[config.mk]
export PLATFORM = sky130hd
export DESIGN_NAME = score_uart_reporter
export DESIGN_NICKNAME = d
export VERILOG_FILES = /design/src/rtl/score_uart_reporter.sv
export SDC_FILE = /design/constraint.sdc
export NUM_CORES = 1
export LEC_CHECK = 0
export ABC_AREA = 1
export CORE_MARGIN = 3
export CORE_UTILIZATION = 51
export CTS_CLUSTER_DIAMETER = 30
export DETAILED_ROUTE_END_ITERATION = 10
export GPL_ROUTABILITY_DRIVEN = 1
export PLACE_DENSITY = 0.7
export SYNTH_ARGS = -nofsm -noshare
export SYNTH_HDL_FRONTEND = slang
export SYNTH_SLANG_ARGS = --single-unit
[constraint.sdc]
create_clock -name clk -period 4.6 [get_ports clk]
set_input_delay 0.92 -clock clk [delete_from_list [all_inputs] [get_ports clk]]
set_output_delay 0.92 -clock clk [all_outputs]
set_load 0.02 [all_outputs]
[src/rtl/score_uart_reporter.sv]
// Sends the two BCD score digits over UART 8N1 as "<tens><units>\r\n".
// Optional macro SCORE_AUTO_SEND_EN: also send automatically whenever the score changes.
module score_uart_reporter #(
    parameter int CLKS_PER_BIT = 10417
) (
    input  logic       clk,
    input  logic       reset,
    input  logic [3:0] dig0,
    input  logic [3:0] dig1,
    input  logic       send,
    output logic       tx,
    output logic       busy,
    output logic       done
);
    typedef enum logic [2:0] {IDLE, START, DATA, STOP, NEXT} state_t;

    localparam int            CW      = $clog2(CLKS_PER_BIT);
    localparam logic [CW-1:0] CNT_MAX = CW'(CLKS_PER_BIT - 1);

    state_t        state_q, state_d;
    logic [CW-1:0] cnt_q, cnt_d;
    logic [2:0]    bit_q, bit_d;
    logic [1:0]    idx_q, idx_d;
    logic [7:0]    snap_q, snap_d;
    logic          pend_q, pend_d;
    logic          tx_q, tx_d;
    logic          busy_q, busy_d;
    logic          done_q, done_d;

    logic [7:0] score;
    logic [7:0] cur_byte;
    logic [2:0] bit_next;
    logic       bit_done;
    logic       trigger;
    logic       busy_req;

    function automatic logic [7:0] to_ascii(input logic [3:0] n);
        return (n > 4'd9) ? 8'h3F : 8'h30 + {4'h0, n};
    endfunction

    assign score    = {dig1, dig0};
    assign bit_next = bit_q + 3'd1;
    assign bit_done = (cnt_q == CNT_MAX);

`ifdef SCORE_AUTO_SEND_EN
    logic [7:0] last_q, last_d;
    assign trigger  = send || pend_q || (score != last_q);
    assign busy_req = send || (score != snap_q);
`else
    assign trigger  = send || pend_q;
    assign busy_req = send;
`endif

    always_comb begin
        case (idx_q)
            2'd0:    cur_byte = to_ascii(snap_q[7:4]);
            2'd1:    cur_byte = to_ascii(snap_q[3:0]);
            2'd2:    cur_byte = 8'h0D;
            default: cur_byte = 8'h0A;
        endcase
    end

    always_comb begin
        // NOTE: every _d is defaulted to hold before the case, so no branch can infer a latch.
        state_d = state_q;
        cnt_d   = cnt_q;
        bit_d   = bit_q;
        idx_d   = idx_q;
        snap_d  = snap_q;
        pend_d  = pend_q;
        tx_d    = tx_q;
        busy_d  = busy_q;
        done_d  = 1'b0;
`ifdef SCORE_AUTO_SEND_EN
        last_d  = last_q;
`endif
        // Requests arriving mid-message collapse into one follow-up.
        if (state_q != IDLE && busy_req) pend_d = 1'b1;

        case (state_q)
            IDLE: begin
                if (trigger) begin
                    snap_d  = score;
                    idx_d   = 2'd0;
                    cnt_d   = '0;
                    pend_d  = 1'b0;
                    tx_d    = 1'b0;
                    busy_d  = 1'b1;
                    state_d = START;
                end
            end
            START: begin
                if (bit_done) begin
                    cnt_d   = '0;
                    bit_d   = 3'd0;
                    tx_d    = cur_byte[0];
                    state_d = DATA;
                end else begin
                    cnt_d = cnt_q + CW'(1);
                end
            end
            DATA: begin
                if (bit_done) begin
                    cnt_d = '0;
                    if (bit_q == 3'd7) begin
                        tx_d    = 1'b1;
                        state_d = STOP;
                    end else begin
                        bit_d = bit_next;
                        tx_d  = cur_byte[bit_next];
                    end
                end else begin
                    cnt_d = cnt_q + CW'(1);
                end
            end
            STOP: begin
                if (bit_done) begin
                    cnt_d   = '0;
                    state_d = NEXT;
                end else begin
                    cnt_d = cnt_q + CW'(1);
                end
            end
            NEXT: begin
                if (idx_q != 2'd3) begin
                    idx_d   = idx_q + 2'd1;
                    tx_d    = 1'b0;
                    state_d = START;
                end else begin
                    busy_d  = 1'b0;
                    done_d  = 1'b1;
                    state_d = IDLE;
`ifdef SCORE_AUTO_SEND_EN
                    last_d  = snap_q;
`endif
                end
            end
            default: begin
                tx_d    = 1'b1;
                busy_d  = 1'b0;
                state_d = IDLE;
            end
        endcase
    end

    // NOTE: state updates use non-blocking <= so every flop samples pre-edge values.
    always_ff @(posedge clk or posedge reset) begin
        if (reset) begin
            state_q <= IDLE;
            cnt_q   <= '0;
            bit_q   <= '0;
            idx_q   <= '0;
            snap_q  <= '0;
            pend_q  <= 1'b0;
            tx_q    <= 1'b1;
            busy_q  <= 1'b0;
            done_q  <= 1'b0;
`ifdef SCORE_AUTO_SEND_EN
            last_q  <= '0;
`endif
        end else begin
            state_q <= state_d;
            cnt_q   <= cnt_d;
            bit_q   <= bit_d;
            idx_q   <= idx_d;
            snap_q  <= snap_d;
            pend_q  <= pend_d;
            tx_q    <= tx_d;
            busy_q  <= busy_d;
            done_q  <= done_d;
`ifdef SCORE_AUTO_SEND_EN
            last_q  <= last_d;
`endif
        end
    end

    assign tx   = tx_q;
    assign busy = busy_q;
    assign done = done_q;
endmodule

==> results_dict.tcl <==
set metrics [dict create \
    status "complete, no violations" \
    cts_sinks 34 \
    antenna_found_initial 0 \
    placed_area_um2 2110 \
    cts_max_level 2 \
    required_ps 3680 \
    netlist_area_um2 1920 \
    worstMarginPinSlew_ps 424 \
    power_density_nw_per_um2 261 \
    ys_ff_latch 34 \
    cts_tree "built" \
    die_w_um 67.3 \
    p_leak_uw 0.00115 \
    syn_nets 249 \
    crit_buf_inv 1 \
    wirelength_um 3470 \
    routedWlPerCell_um 11.7 \
    peakVddDrop_mv 0.245 \
    die-area_um2 4530 \
    vias 1519 \
    drive_gt1_share_pct 12.0 \
    crit_path_start_kind "register" \
    synth_enable_flop_cells 0 \
    synthCells 230 \
    clk_pin_slew_ps 70 \
    cts_setup_buffers 0 \
    drcViolationCount 0 \
    yosys.cell_types.count 33 \
    grt_pass1_wl_um 6320 \
    io_buffer_count 13 \
    fin_tns_setup_ps 0 \
    dr.pass1.iters 4 \
    cap_violations 0 \
    hp-class "register to register" \
    cp-end-kind "primary output" \
    critPathKind "register to primary output" \
    row_count 21 \
    finalMaxSlewViolations 0 \
    final_common_cell "nand2_1" \
    core_area_um2 3470 \
    cp_top_family "buffers and inverters" \
    synthArstFlopShare_pct 100 \
    hold_violations 0 \
    hold_buffers 0 \
    min_period_ps 2330 \
    grt_pass1_vias 1434 \
    yosysSeqAreaShare_pct 44.4 \
    fp.dieH_um 67.3 \
    cts_made_buffers 5 \
    setup_viol 0 \
    antenna-diode-count 0 \
    cts_buffer_depth 2 \
    clk_latency_ps 280 \
    clock-skew-final_ps 3.89 \
    fmax_ghz 0.430 \
    grt-ovfl-total 0 \
    r2r_slack_ps 2740 \
    crit_path_top_delay_cell "clkdlybuf4s50_1" \
    holdWs_ps 476 \
    start_util_pct 55.3 \
    grt_max_degree 35 \
    io_pins 14 \
    final_cell_mix "41 x nand2_1, 39 x inv_1, 33 x dfrtp_1" \
    dp_hpwl_um 2600 \
    critPathArrivalTime_ps 1410 \
    final_nets 269 \
    syn_avg_cell_area_um2 8.34 \
    grt_usage_pct 18.3 \
    final_antenna_net_count 0 \
    relSlewSlack_pct 71.7 \
    max_stage_delay_ps 600 \
    yosysWarningCount 0 \
    cts-root-buf "clkbuf_8" \
    synth_flop_cell "dfrtp_1" \
    viasPerCell 5.11 \
    drt_iter0_drc 86 \
    rsz0062_at_grt "no" \
    cp_cell_sequence "clkdlybuf4s50_1" \
    final_area_um2 2220 \
    ctsResizeCount 0 \
    synthToLayoutAreaGrowth_pct 15.6 \
    fin_crit_sh_pct 50.6 \
    worstPathMaxFanout 2 \
    gp_congestion 0.806 \
]
## layer usage
metal	up-vias	wire [um]	track usage, %	share of wire [%]
li1	791	-	-	-
met1	707	1660	24.0	48
met2	19	1700	29.8	49
met3	2	96	4.99	2.8
met4	0	13	4.56	0.37
met5	-	0	0	0
## cells by family (layout without fill, tap and decap cells)
family | after synthesis | in the layout | synth area share (%)
AOI/OAI and AO/OA | 38 | 38 | 11.8
xor gates and xnor gates | 2 | 2 | 0.913
adders and majority gates | 8 | 8 | 5.22
buffers and inverters | 41 | 62 | 8.09
DFF | 34 | 34 | 44.4
muxes | 7 | 7 | 4.11
and+or+nand+nor | 100 | 100 | 25.4
## worst min-delay path: stages, from the launching register on
cell	delay [ps]
dfrtp_1	350
nand2_1	50
nand2_1	50
## cells in the mapped netlist, types with 2 or more instances
library cell  number  area share [%]
nand2_1           41             8.0
inv_1             39             7.6
dfrtp_1           33              43
nand3_1           20             5.2
nor2_1            20             3.9
a21oi_1           14             3.7
o21ai_0           10             2.6
ha_1               8             5.2
mux2_2             7             4.1
a21o_1             4             1.6
nand4_1            4             1.3
a211oi_1           3             1.2
nor3_1             3            0.78
nand2_4            2             1.2
nor2_2             2            0.65
o21ai_1            2            0.52
xor2_1             2            0.91
## state kept, by name (all words and copies together), names as in the netlist
register	flops
bit_q	3
pend_q	1
state_q	3
tx	1
idx_q	2
busy	1
cnt_q	14
snap_q	8
done	1
## final cells by class
| class | instances | area [um^2] |
|---|---|---|
| Clock buffer | 5 | 68.8 |
| Clock inverter | 3 | 40.0 |
| Fill cell | 315 | 1250 |
| Inverter | 40 | 150 |
| Multi-Input combinational cell | 155 | 911 |
| Sequential cell | 34 | 852 |
| Tap cell | 46 | 57.6 |
| Timing Repair Buffer | 14 | 138 |
## power breakdown
group / switching (uW) / total (uW) / internal, uW
Sequential: 0 / 299 / 299
Combinational: 6.85 / 14.9 / 8.05
Clock: 107 / 266 / 159
Total: 113 / 580 / 466
## worst paths after layout
path,startpoint,cells after the start,to
min in group asynchronous,reset,3,cnt_q[13]
min,busy,2,busy
max,tx,1,tx
max reg2reg,cnt_q[0],9,cnt_q[4]
min reg2reg,busy,2,busy
max in group asynchronous,reset,3,tx
## through the flow
step	power, uW	setup slack [ps]	std cells	utilization [%]
finish	580	2270	297	63.9
floorplan	309	2720	230	-
detailed placement	320	2030	289	60.8
global route	600	2180	297	63.9
global placement	320	2080	289	60.8
CTS	589	2250	297	63.9
(Power assumes the default switching activity.)
